<file path="src/rtl/sequence_burst_ctrl_if.sv">
// Handshake and data bundle between the burst controller, its request source,
// the 8-bit sequence generator and the downstream consumer.
interface sequence_burst_ctrl_if #(
    parameter int unsigned LEN_W  = 4,
    parameter int unsigned SKIP_W = 3
) ();
    logic              start;
    logic [LEN_W-1:0]  len;
    logic [SKIP_W-1:0] skip;
    logic              abort;
    logic              gen_enable;
    logic [7:0]        gen_data;
    logic [7:0]        out_data;
    logic              out_valid;
    logic              out_ready;
    logic              busy;
    logic              done;

    // master: the burst controller itself
    modport master (
        input  start, len, skip, abort, gen_data, out_ready,
        output gen_enable, out_data, out_valid, busy, done
    );

    // slave: the environment around the controller
    modport slave (
        output start, len, skip, abort, gen_data, out_ready,
        input  gen_enable, out_data, out_valid, busy, done
    );
endinterface

</file>
<file path="src/rtl/sequence_burst_ctrl.sv">
// Burst controller: discards `skip` generator words, then streams `len` words
// downstream under a valid/ready handshake, pulsing done on normal completion.
module sequence_burst_ctrl #(
    parameter int unsigned LEN_W  = 4,
    parameter int unsigned SKIP_W = 3
) (
    input logic                  clock,
    input logic                  reset_n,
    sequence_burst_ctrl_if.master bus
);

    typedef enum logic [1:0] {
        StIdle,
        StSkip,
        StStream,
        StDone
    } state_e;

    state_e            state_q, state_d;
    logic [LEN_W-1:0]  len_q, len_d;
    logic [SKIP_W-1:0] skip_cnt_q, skip_cnt_d;
    logic [LEN_W-1:0]  word_cnt_q, word_cnt_d;

    logic              gen_enable;
    logic              out_valid;
    logic              done;
    logic              accept;
    logic [LEN_W:0]    words_next;

    // One bit wider so len = 2^LEN_W-1 compares without wrapping.
    assign words_next = {1'b0, word_cnt_q} + {{LEN_W{1'b0}}, 1'b1};
    assign accept     = out_valid & bus.out_ready;

    always_ff @(posedge clock) begin
        if (!reset_n) begin
            state_q    <= StIdle;
            len_q      <= '0;
            skip_cnt_q <= '0;
            word_cnt_q <= '0;
        end else begin
            state_q    <= state_d;
            len_q      <= len_d;
            skip_cnt_q <= skip_cnt_d;
            word_cnt_q <= word_cnt_d;
        end
    end

    always_comb begin
        state_d    = state_q;
        len_d      = len_q;
        skip_cnt_d = skip_cnt_q;
        word_cnt_d = word_cnt_q;
        gen_enable = 1'b0;
        out_valid  = 1'b0;
        done       = 1'b0;

        unique case (state_q)
            StIdle: begin
                if (bus.start) begin
                    len_d      = bus.len;
                    skip_cnt_d = bus.skip;
                    word_cnt_d = '0;
                    if (bus.skip != '0) begin
                        state_d = StSkip;
                    end else if (bus.len != '0) begin
                        state_d = StStream;
                    end else begin
                        state_d = StDone;
                    end
                end
            end

            StSkip: begin
                if (bus.abort) begin
                    state_d = StIdle;
                end else begin
                    gen_enable = 1'b1;
                    skip_cnt_d = skip_cnt_q - SKIP_W'(1);
                    if (skip_cnt_q == SKIP_W'(1)) begin
                        state_d = (len_q != '0) ? StStream : StDone;
                    end
                end
            end

            StStream: begin
                if (bus.abort) begin
                    state_d = StIdle;
                end else begin
                    out_valid  = 1'b1;
                    gen_enable = bus.out_ready;
                    if (bus.out_ready) begin
                        word_cnt_d = words_next[LEN_W-1:0];
                        if (words_next == {1'b0, len_q}) begin
                            state_d = StDone;
                        end
                    end
                end
            end

            StDone: begin
                done    = 1'b1;
                state_d = StIdle;
            end

            default: state_d = StIdle;
        endcase
    end

    assign bus.gen_enable = gen_enable;
    assign bus.out_valid  = out_valid;
    assign bus.out_data   = out_valid ? bus.gen_data : 8'h00;
    assign bus.done       = done;
    assign bus.busy       = (state_q != StIdle);

    logic unused_accept;
    assign unused_accept = accept;

endmodule
</file>
<file path="src/flat_wrapper.sv">
// flat-port wrapper written by rule: the top's interface ports become plain ports
module sequence_burst_ctrl_flat 
#(
    parameter int unsigned LEN_W  = 4,
    parameter int unsigned SKIP_W = 3
)
  (clock, reset_n, bus_start, bus_len, bus_skip, bus_abort, bus_gen_data, bus_out_ready, bus_gen_enable, bus_out_data, bus_out_valid, bus_busy, bus_done);
  sequence_burst_ctrl_if #(.LEN_W(LEN_W), .SKIP_W(SKIP_W)) bus_i ();
  input logic clock;
  input logic reset_n;
  input wire logic [$bits(bus_i.start)-1:0] bus_start;
  input wire logic [$bits(bus_i.len)-1:0] bus_len;
  input wire logic [$bits(bus_i.skip)-1:0] bus_skip;
  input wire logic [$bits(bus_i.abort)-1:0] bus_abort;
  input wire logic [$bits(bus_i.gen_data)-1:0] bus_gen_data;
  input wire logic [$bits(bus_i.out_ready)-1:0] bus_out_ready;
  output wire logic [$bits(bus_i.gen_enable)-1:0] bus_gen_enable;
  output wire logic [$bits(bus_i.out_data)-1:0] bus_out_data;
  output wire logic [$bits(bus_i.out_valid)-1:0] bus_out_valid;
  output wire logic [$bits(bus_i.busy)-1:0] bus_busy;
  output wire logic [$bits(bus_i.done)-1:0] bus_done;
  assign bus_i.start = bus_start;
  assign bus_i.len = bus_len;
  assign bus_i.skip = bus_skip;
  assign bus_i.abort = bus_abort;
  assign bus_i.gen_data = bus_gen_data;
  assign bus_i.out_ready = bus_out_ready;
  assign bus_gen_enable = bus_i.gen_enable;
  assign bus_out_data = bus_i.out_data;
  assign bus_out_valid = bus_i.out_valid;
  assign bus_busy = bus_i.busy;
  assign bus_done = bus_i.done;
  sequence_burst_ctrl #(.LEN_W(LEN_W), .SKIP_W(SKIP_W)) u_core (.clock(clock), .reset_n(reset_n), .bus(bus_i));
endmodule
</file>
<file path="config.mk">
export PLATFORM = sky130hd
export DESIGN_NAME = sequence_burst_ctrl_flat
export DESIGN_NICKNAME = d
export VERILOG_FILES = /design/src/rtl/sequence_burst_ctrl_if.sv /design/src/rtl/sequence_burst_ctrl.sv /design/src/flat_wrapper.sv
export SDC_FILE = /design/constraint.sdc
export NUM_CORES = 1
export LEC_CHECK = 0
export CORE_MARGIN = 2
export CORE_UTILIZATION = 45
export DETAILED_ROUTE_END_ITERATION = 10
export PLACE_DENSITY = 0.79
export SYNTH_ARGS = -nofsm -noshare
export SYNTH_HDL_FRONTEND = slang
export SYNTH_SLANG_ARGS = --single-unit
</file>
<file path="constraint.sdc">
create_clock -name clock -period 2 [get_ports clock]
set_input_delay 0.4 -clock clock [delete_from_list [all_inputs] [get_ports clock]]
set_output_delay 0.4 -clock clock [all_outputs]
set_load 0.005 [all_outputs]
</file>
==> impl_metrics.csv, run 1 <==
group,metric,value,unit
setup_path,rrSetupSlack,0.31,ns
detailed_routing,ant_nets,0,
power_and_ir_drop,internal_power,0.723,mW
floorplan,core-area,2000,um^2
detailed_routing,routed-via-count,964,
synthesis,synthCells,118,
final_layout,area_growth,45.3,%
placement,dp_hpwl,1830,um
global_route,grt-ovfl-total,0,
clocking,cts_buffers,3,
clocking,clock-sinks,13,
setup_path,path_cells,"inv_4, ha_4, and2b_2, clkdlybuf4s50_1",
floorplan,fp.dieW,50.3,um
clocking,clock_path_buffers,2,
hold_path,holdPathStages,2,
sta,drv_slew,0,
power_and_ir_drop,swShare,38.8,%
clocking,htree_levels,1,
hold_path,hp-start,"u_core.len_q[3]$_SDFFE_PN0P_",
sta,final-hold-violation-count,0,
clocking,clock-root-buffer,"clkbuf_4",
final_layout,drive_above_1_share,15.8,%
detailed_routing,wirelength,2360,um
setup_path,worstSetupPathType,"reg2out",
placement,dp_slack,-0.171,ns
power_and_ir_drop,seqPwrFrac,29.9,%
setup_path,critPathArrivalTime,1.53,ns
floorplan,start_util,48.2,%
detailed_routing,viasPerCell,5.21,
synthesis,ys_seq_elements,13,
setup_path,cpPeakStageDelay,0.51,ns
synthesis,yosys-top-cells-area,"dfxtp_1 (27%), ha_1 (10%), and2_1 (6.5%)",
power_and_ir_drop,vdd_ir_drop_max,0.000651,V
synthesis,synth_cell_types,35,
detailed_routing,wl_per_cell,12.8,um
final_layout,final_cell_mix,"clkdlybuf4s50_1 (21), nand2_1 (12), dfxtp_1 (11)",
global_route,grt_first_pass_wirelength,4200,um
setup_path,cp_max_fo,5,
setup_path,cp-end-kind,"output pin",
sta,grt_setup_unrepaired,"false",
sta,fin_crit_sh,96.4,%
detailed_routing,drt_pass1_iterations,4,
placement,gp_congestion,0.759,
sta,timing.fmax,0.519,GHz
synthesis,synth_largest_area_cell,"dfxtp_1",
clocking,cts_tree,"done",
clocking,holdBufCountCts,0,
sta,fin_ws,0.0722,ns
placement,io_buffers,31,
setup_path,rr_endpoint,"u_core.skip_cnt_q[1]$_SDFFE_PN0P_",
setup_path,r2r-start,"u_core.state_q[0]$_SDFFE_PN0P_",
sta,slew_headroom,66.7,%
power_and_ir_drop,p_switching,0.458,mW
hold_path,hold_end,"u_core.len_q[3]$_SDFFE_PN0P_",
detailed_routing,initialDrtViolationCount,21,
setup_path,crit_family,"buffers and inverters",
floorplan,io_pins,32,
setup_path,required,1.60,ns
power_and_ir_drop,p_clk_share,14.1,%
power_and_ir_drop,power.density,841,nW/um^2
sta,skew,0.00147,ns
clocking,clk_latency,0.28,ns
setup_path,cp_num_buf_inv,2,
floorplan,placementRows,16,
final_layout,nNetsFinal,187,
clocking,clk_pin_slew,0.08,ns
global_route,grtUsageTotal,21.4,%
sta,period_needed,1.93,ns
power_and_ir_drop,leakagePower,0.606,nW
final_layout,final_common_cell,"clkdlybuf4s50_1",
synthesis,ys_warn_count,0,
detailed_routing,drc_errors,0,
floorplan,dieHeight,50.3,um
run,maxCapViolations,0,
synthesis,synth_top_cell_area_share,26.9,%
synthesis,synth_nets,146,
hold_path,hold_class,"reg2reg",
synthesis,synth_area,966,um^2
power_and_ir_drop,comb_power_share,56.0,%
final_layout,final_core_util,70.1,%
global_route,antenna_found_initial,0,
synthesis,yosysSeqAreaShare,26.9,%
setup_path,slowest_stage,"clkdlybuf4s50_1",
floorplan,dieArea,2530,um^2
setup_path,crit_path_start_kind,"flop",
global_route,grt_max_degree,16,
sta,setup_viol,0,
outcome,outcome,"completed",
global_route,grt_pass1_vias,997,
synthesis,syn_area_per_cell,8.19,um^2
sta,tightest_slew,0.499,ns
setup_path,r2r_cells,7,
final_layout,num_antenna_cells,0,
[cells in the mapped netlist (all sizes together)]
cell type	number
inv	6
dfxtp	13
xnor2	4
nand3	7
nand2b	4
a21boi	8
o22ai	1
nand4	1
and2b	2
and2	10
ha	8
a21oi	4
nor3	1
clkbuf	1
buf	4
o31ai	1
nor2	7
o21ai	4
xor2	2
o311a	1
nor3b	2
o21a	2
mux2i	3
nor2b	3
nor4	2
nand2	13
or4b	1
o221ai	1
a211oi	1
a211o	1
[kinds of logic after synthesis]
family / count (synthesis) / share of synthesized area (%)
adder cells (fa/ha/maj): 8 / 10.4
flip-flops: 13 / 26.9
AO/OA/AOI/OAI: 24 / 18.1
AND/OR/NAND/NOR: 53 / 30.7
buffers and inverters: 11 / 5.31
multiplexers: 3 / 3.11
XOR/XNOR: 6 / 5.44
[final cells by class]
| class | count | area (um^2) |
|---|---|---|
| inverter | 6 | 25.0 |
| timing repair buffer | 40 | 365 |
| sequential | 13 | 265 |
| multi-input combinational | 95 | 688 |
| fill | 165 | 598 |
| clock buffer | 4 | 26.3 |
| tap | 27 | 33.8 |
[through the flow]
step                      setup TNS (ns)  cells  hold slack [ns]  power, mW  instance area (um^2)
after CTS                              0    185            0.509       1.18                  1400
after floorplan                        0    118            0.441      0.755                   966
after global placement             -1.10    179            0.456      0.944                  1340
after global routing                   0    185            0.528       1.28                  1400
after detailed placement           -1.38    179            0.497      0.973                  1340
final                                  0    185            0.507       1.18                  1400
[worst max path at each step]
stage / from / to / slack, ns / cells past startpoint
after floorplan: u_core.state_q[0]$_SDFFE_PN0P_ / bus_out_data[0] / 0.33 / 6
after global placement: bus_abort / bus_out_data[2] / -0.13 / 4
after detailed placement: bus_abort / bus_out_data[4] / -0.17 / 4
after CTS: u_core.state_q[1]$_SDFFE_PN0P_ / bus_busy / 0.03 / 4
after global routing: u_core.state_q[0]$_SDFFE_PN0P_ / bus_out_valid / 0.006 / 4
final: u_core.state_q[0]$_SDFFE_PN0P_ / bus_out_valid / 0.07 / 4
[layer usage]
| metal | vias to the layer above | share of wire, % | global-route usage (%) | wire length [um] |
|---|---|---|---|---|
| li1 | 484 | - | - | - |
| met1 | 443 | 42 | 22.9 | 999 |
| met2 | 33 | 51 | 41.4 | 1200 |
| met3 | 4 | 6.2 | 4.17 | 147 |
| met4 | 0 | 0.72 | 6.76 | 17 |
| met5 | - | 0 | 0 | 0 |
[sequential cells by signal, indices dropped and copies added (netlist names)]
| register | count |
|---|---|
| u_core.word_cnt_q | 4 |
| u_core.skip_cnt_q | 3 |
| u_core.len_q | 4 |
| u_core.state_q | 2 |
[tightest hold or removal path: stages, from the launching register on]
cell      delay, ns
dfxtp_1        0.34
nand2_1        0.06
a21boi_0       0.07
[power groups by stage]
| stage | Sequential, mW | Combinational, mW | Clock [mW] |
|---|---|---|---|
| 2_1_floorplan | 0.345 | 0.410 | 0 |
| 3_3_place_gp | 0.347 | 0.598 | 0 |
| 3_5_place_dp | 0.349 | 0.624 | 0 |
| 4_1_cts | 0.349 | 0.660 | 0.168 |
| 5_1_grt | 0.361 | 0.739 | 0.182 |
| 6_report | 0.353 | 0.661 | 0.166 |
[what timing repair did]
action	4_1_cts	5_1_grt
cloned	1	0
setup endpoints to repair	11	2
pin swaps	1	1
resized for setup	19	2
hold endpoints to repair	0	0
setup buffers	1	0
(Power assumes the default switching activity.)
==> inputs of run 2 (changes only) <==
--- a/config.mk
+++ b/config.mk
@@ -5,7 +5,7 @@
 export SDC_FILE = /design/constraint.sdc
 export NUM_CORES = 1
 export LEC_CHECK = 0
-export CORE_MARGIN = 2
+export CORE_MARGIN = 4
 export CORE_UTILIZATION = 45
 export DETAILED_ROUTE_END_ITERATION = 10
 export PLACE_DENSITY = 0.79
==> run 2 against run 1 <==
  * Wire length up 5.3%
  * Register-to-register slack better by 0.04 ns
  * Total power up 0.55%
  * Clock-buffer cell count unchanged
  * Clock power about the same
==> impl_metrics.csv, run 2 (same netlist as run 1, synthesis figures left out) <==
group,metric,value,unit
setup_path,cp_max_fo,5,
setup_path,crit_path_start_kind,"flop",
power_and_ir_drop,leakagePower,0.651,nW
setup_path,r2r-start,"u_core.state_q[0]$_SDFFE_PN0P_",
floorplan,core-area,2000,um^2
final_layout,num_antenna_cells,0,
final_layout,top_regs,"u_core.len_q (4), u_core.word_cnt_q (4), u_core.skip_cnt_q (3)",
setup_path,slowest_stage,"clkdlybuf4s50_1",
clocking,cts_tree,"done",
detailed_routing,drc_errors,0,
clocking,clock-sinks,13,
clocking,cts_buffers,3,
sta,fin_hold_ws,0.480,ns
detailed_routing,wl_met2,1180,um
placement,dp_hpwl,1890,um
sta,slew_headroom,75.0,%
setup_path,path_cells,"inv_2, ha_4, and2b_2, clkdlybuf4s50_1",
hold_path,hold_end,"u_core.skip_cnt_q[1]$_SDFFE_PN0P_",
sta,timing.fmax,0.513,GHz
final_layout,drive_above_1_share,16.4,%
global_route,grt_max_degree,10,
detailed_routing,ant_nets,0,
setup_path,r2r_cells,8,
setup_path,rr_endpoint,"u_core.skip_cnt_q[2]$_SDFFE_PN0P_",
clocking,htree_levels,1,
clocking,clock_path_buffers,2,
sta,setup_viol,0,
clocking,clock-root-buffer,"clkbuf_4",
detailed_routing,wl_per_cell,13.4,um
final_layout,nNetsFinal,188,
placement,dp_slack,-0.144,ns
placement,io_buffers,31,
floorplan,start_util,48.2,%
sta,period_needed,1.95,ns
hold_path,hold_class,"reg2reg",
detailed_routing,routed-via-count,972,
power_and_ir_drop,vdd_ir_drop_max,0.000587,V
setup_path,critPathArrivalTime,1.55,ns
clocking,holdBufCountCts,0,
global_route,grt_first_pass_wirelength,3900,um
detailed_routing,wirelength,2490,um
final_layout,area_growth,47.0,%
setup_path,required,1.60,ns
hold_path,hp-start,"u_core.skip_cnt_q[1]$_SDFFE_PN0P_",
floorplan,dieHeight,54.3,um
global_route,grtUsageTotal,18.1,%
clocking,clk_pin_slew,0.09,ns
sta,skew,0.0108,ns
sta,fin_crit_sh,97.5,%
setup_path,rrSetupSlack,0.35,ns
global_route,grt_pass1_vias,966,
sta,drv_slew,0,
power_and_ir_drop,power.density,836,nW/um^2
clocking,clk_latency,0.28,ns
floorplan,dieArea,2950,um^2
floorplan,placementRows,16,
floorplan,io_pins,32,
setup_path,worstSetupPathType,"reg2out",
run,maxCapViolations,0,
detailed_routing,initialDrtViolationCount,10,
sta,tightest_slew,0.372,ns
final_layout,final_common_cell,"clkdlybuf4s50_1",
detailed_routing,viasPerCell,5.23,
global_route,antenna_found_initial,0,
global_route,grt-ovfl-total,0,
setup_path,cpPeakStageDelay,0.50,ns
setup_path,cp-end-kind,"output pin",
detailed_routing,drt_pass1_iterations,4,
sta,fin_ws,0.0510,ns
placement,gp_congestion,0.840,
detailed_routing,wl_met1,1020,um
hold_path,holdPathStages,2,
floorplan,fp.dieW,54.3,um
detailed_routing,wl_met3,241,um
sta,final-hold-violation-count,0,
detailed_routing,top_layer_used,"met4",
outcome,outcome,"completed",
final_layout,final_cell_mix,"clkdlybuf4s50_1 (21), nand2_1 (12), dfxtp_1 (11)",
==> run 2: final cells by class <==
class / instances / area [um^2]
repair buffers: 41 / 384
well taps: 27 / 33.8
multi-input cells: 95 / 688
clock buffers: 4 / 26.3
flip-flops and latches: 13 / 265
inverters: 6 / 22.5
fillers: 152 / 582
==> run 2: metrics by stage <==
stage	instances	setup TNS (ns)	util (%)	total power, mW	cell area, um^2
6_report	186	0	70.9	1.19	1420
5_1_grt	186	-0.00711	70.9	1.29	1420
4_1_cts	185	-0.453	68.9	1.14	1380
3_5_place_dp	180	-1.21	67.4	0.970	1350
3_3_place_gp	180	-1.13	67.4	0.945	1350
2_1_floorplan	118	0	-	0.755	966
==> run 2: per-layer routing <==
metal | vias to the layer above | global-route usage [%]
li1 | 485 | -
met1 | 443 | 19.1
met2 | 38 | 33.7
met3 | 6 | 3.54
met4 | 0 | 8.71
met5 | - | 0
==> run 2: what timing repair did <==
| item | 4_1_cts | 5_1_grt |
|---|---|---|
| gates resized for setup | 10 | 10 |
| pin swaps | 1 | 1 |
| buffers inserted | 0 | 1 |
| setup endpoints to repair | 11 | 5 |
| cloned | 1 | 0 |
==> run 2: critical path: cells and delay by family (launching register included) <==
family                   cells  cell delay, ns
buffers and inverters        2            0.60
AND/OR/NAND/NOR              1            0.18
flip-flops                   1            0.33
adder cells (fa/ha/maj)      1            0.15
==> run 2: worst max path at each step <==
stage / to / depth (start not counted) / startpoint / slack (ns)
5_1_grt: bus_out_valid / 4 / u_core.state_q[0]$_SDFFE_PN0P_ / -0.007
4_1_cts: bus_out_data[7] / 5 / u_core.state_q[0]$_SDFFE_PN0P_ / -0.12
3_3_place_gp: bus_out_data[3] / 4 / bus_abort / -0.13
2_1_floorplan: bus_out_data[0] / 6 / u_core.state_q[0]$_SDFFE_PN0P_ / 0.33
6_report: bus_out_valid / 4 / u_core.state_q[0]$_SDFFE_PN0P_ / 0.05
3_5_place_dp: bus_out_data[6] / 4 / bus_abort / -0.14
==> run 2: power by group <==
| group | switching (mW) | internal [mW] | leakage [nW] |
|---|---|---|---|
| clock network | 0.0914 | 0.0773 | 0.0150 |
| registers | 0.0373 | 0.312 | 0.107 |
| logic | 0.330 | 0.339 | 0.528 |
==> inputs of run 3 (changes only) <==
--- a/config.mk
+++ b/config.mk
@@ -5,10 +5,10 @@
 export SDC_FILE = /design/constraint.sdc
 export NUM_CORES = 1
 export LEC_CHECK = 0
-export CORE_MARGIN = 4
-export CORE_UTILIZATION = 45
+export CORE_MARGIN = 2
+export CORE_UTILIZATION = 41
 export DETAILED_ROUTE_END_ITERATION = 10
-export PLACE_DENSITY = 0.79
+export PLACE_DENSITY = 0.76
 export SYNTH_ARGS = -nofsm -noshare
 export SYNTH_HDL_FRONTEND = slang
 export SYNTH_SLANG_ARGS = --single-unit
==> constraint.sdc (replaced) <==
create_clock -name clock -period 1.65 [get_ports clock]
set_input_delay 0.33 -clock clock [delete_from_list [all_inputs] [get_ports clock]]
set_output_delay 0.33 -clock clock [all_outputs]
set_load 0.005 [all_outputs]
==> run 3 against run 2 <==
  * The flow now finishes with violations (setup timing)
  * Non-clock buffer count up 18
  * Register-to-register slack got worse by 0.36 ns
  * Sequential share of layout area decreased by 2.8 points
  * Via count grew 9.1%
  * First-iteration DRC count up 70%
  * Die area fell by 6.5%
  * Total power rose by 56%
  * Global-route usage rose by 2.3 points
  * Clock power increased by 22%
==> impl_metrics.csv, run 3 (same netlist as run 1, synthesis figures left out) <==
group,metric,value,unit
setup_path,crit_path_frequent_cell,"buf_6",
final_layout,drive_above_1_share,39.0,%
sta,tns,-0.520,ns
setup_path,cpPeakStageDelay,0.37,ns
global_route,antenna_found_initial,0,
clocking,clock-root-buffer,"clkbuf_4",
sta,final-hold-violation-count,0,
setup_path,slowest_stage,"dfxtp_2",
setup_path,critPathArrivalTime,1.44,ns
final_layout,num_antenna_cells,0,
power_and_ir_drop,leakagePower,0.726,nW
detailed_routing,top_layer_used,"met4",
placement,dp.cells,192,
clocking,cts_tree,"done",
floorplan,core-area,2210,um^2
power_and_ir_drop,vdd_ir_drop_max,0.000879,V
sta,slew_headroom,66.2,%
global_route,grt-ovfl-total,0,
detailed_routing,routed-via-count,1060,
detailed_routing,drc_errors,0,
final_layout,final_cell_mix,"buf_4 (20), clkdlybuf4s50_1 (18), nand2_1 (11), dfxtp_1 (11), buf_6 (10)",
sta,fin_hold_ws,0.455,ns
clocking,clk_pin_slew,0.08,ns
global_route,grtUsageTotal,20.3,%
final_layout,final_common_cell,"buf_4",
floorplan,fp.dieW,52.5,um
placement,gp_congestion,0.733,
sta,timing.fmax,0.565,GHz
floorplan,io_pins,32,
sta,setup_viol,10,
final_layout,final_cells,205,
outcome,outcome,"complete, but fails checks",
final_layout,final_core_util,75.6,%
detailed_routing,wl_per_cell,14.1,um
detailed_routing,viasPerCell,5.17,
final_layout,top_regs,"u_core.len_q (4), u_core.word_cnt_q (4), u_core.skip_cnt_q (3)",
final_layout,area_growth,73.1,%
hold_path,hold_class,"reg2reg",
setup_path,cp-end-kind,"output pin",
detailed_routing,initialDrtViolationCount,17,
clocking,clock-sinks,13,
sta,skew,0.00370,ns
detailed_routing,wl_met2,1480,um
power_and_ir_drop,power.density,1110,nW/um^2
clocking,cts_buffers,3,
sta,tightest_slew,0.502,ns
sta,drv_slew,0,
outcome,violations,"setup timing",
placement,dp_hpwl,1900,um
detailed_routing,wl_met3,224,um
detailed_routing,drt_pass1_iterations,4,
setup_path,crit_path_start_kind,"flop",
floorplan,dieHeight,52.5,um
final_layout,fin_area,1670,um^2
detailed_routing,ant_nets,0,
placement,dp_slack,-0.383,ns
floorplan,start_util,43.7,%
floorplan,placementRows,17,
global_route,grt_first_pass_wirelength,4050,um
sta,fin_ws,-0.119,ns
run,maxCapViolations,0,
detailed_routing,wirelength,2890,um
final_layout,nNetsFinal,206,
detailed_routing,wl_met1,1120,um
placement,place_area,1430,um^2
sta,fin_crit_sh,107,%
setup_path,cp_max_fo,4,
setup_path,cp_num_buf_inv,3,
floorplan,dieArea,2760,um^2
sta,grt_setup_unrepaired,"true",
power_and_ir_drop,total_power,1.86,mW
setup_path,worstSetupPathType,"reg2out",
clocking,clock_path_buffers,2,
clocking,clk_latency,0.29,ns
clocking,htree_levels,1,
final_layout,num-fill-cells,158,
setup_path,required,1.32,ns
sta,period_needed,1.77,ns
global_route,grt_pass1_vias,984,
setup_path,crit_family,"flip-flops",
setup_path,path_cells,"inv_4, ha_4, and2b_2, buf_6, and2_4, buf_6",
global_route,grt_max_degree,10,
placement,io_buffers,31,
==> run 3: cell count changes in the layout (fill, tap and decap cells not counted), moves of 3 or more <==
cell             delta
and2_1              -3
buf_2               +5
buf_6              +10
and2_4              +3
buf_4              +10
dlygate4sd2_1       -5
dlymetal6s2s_1      -3
o21ai_0             -4
clkdlybuf4s50_1     -3
==> run 3: timing repair <==
| action | CTS | global route |
|---|---|---|
| setup buffers | 5 | 3 |
| endpoints found under the setup margin | 16 | 17 |
| cloned | 1 | 0 |
| gates resized for setup | 61 | 28 |
| pin swaps | 5 | 16 |
| hold buffers | 0 | 0 |
==> run 3: worst paths after layout <==
path | slack, ns | cells after the start | endpoint | from
worst max-delay path | -0.12 | 6 | bus_out_data[5] | u_core.state_q[0]$_SDFFE_PN0P_
worst min-delay path | 0.46 | 2 | u_core.skip_cnt_q[1]$_SDFFE_PN0P_ | u_core.skip_cnt_q[1]$_SDFFE_PN0P_
worst max register to register | -0.01 | 8 | u_core.state_q[0]$_SDFFE_PN0P_ | u_core.state_q[0]$_SDFFE_PN0P_
worst min register to register | 0.46 | 2 | u_core.skip_cnt_q[1]$_SDFFE_PN0P_ | u_core.skip_cnt_q[1]$_SDFFE_PN0P_
==> run 3: report_power, final <==
part           internal [mW]  switching [mW]
clock network         0.0942           0.112
logic                  0.670           0.552
registers              0.379          0.0489
total                   1.14           0.713
==> run 3: worst register-to-register path: stages (launching register included) <==
cell and delay, ns:
dfxtp_2 0.35, inv_4 0.08, buf_12 0.11, buf_6 0.08
buf_6 0.08, ha_4 0.14, or4b_4 0.49, o221ai_2 0.14
mux2i_1 0.08
==> run 3: layer usage <==
metal	global-route usage (%)	vias up
met1	20.2	491
met2	37.7	36
li1	-	526
met4	11.1	0
met5	0	-
met3	5.43	7
==> run 3: area by class of cell <==
class / count / area (um^2) / share of cell area [%]
clock buffers: 4 / 26.3 / 1.57
inverters: 6 / 25.0 / 1.50
multi-input cells: 95 / 790 / 47.2
flip-flops and latches: 13 / 265 / 15.9
well taps: 28 / 35.0 / 2.10
repair buffers: 59 / 531 / 31.7
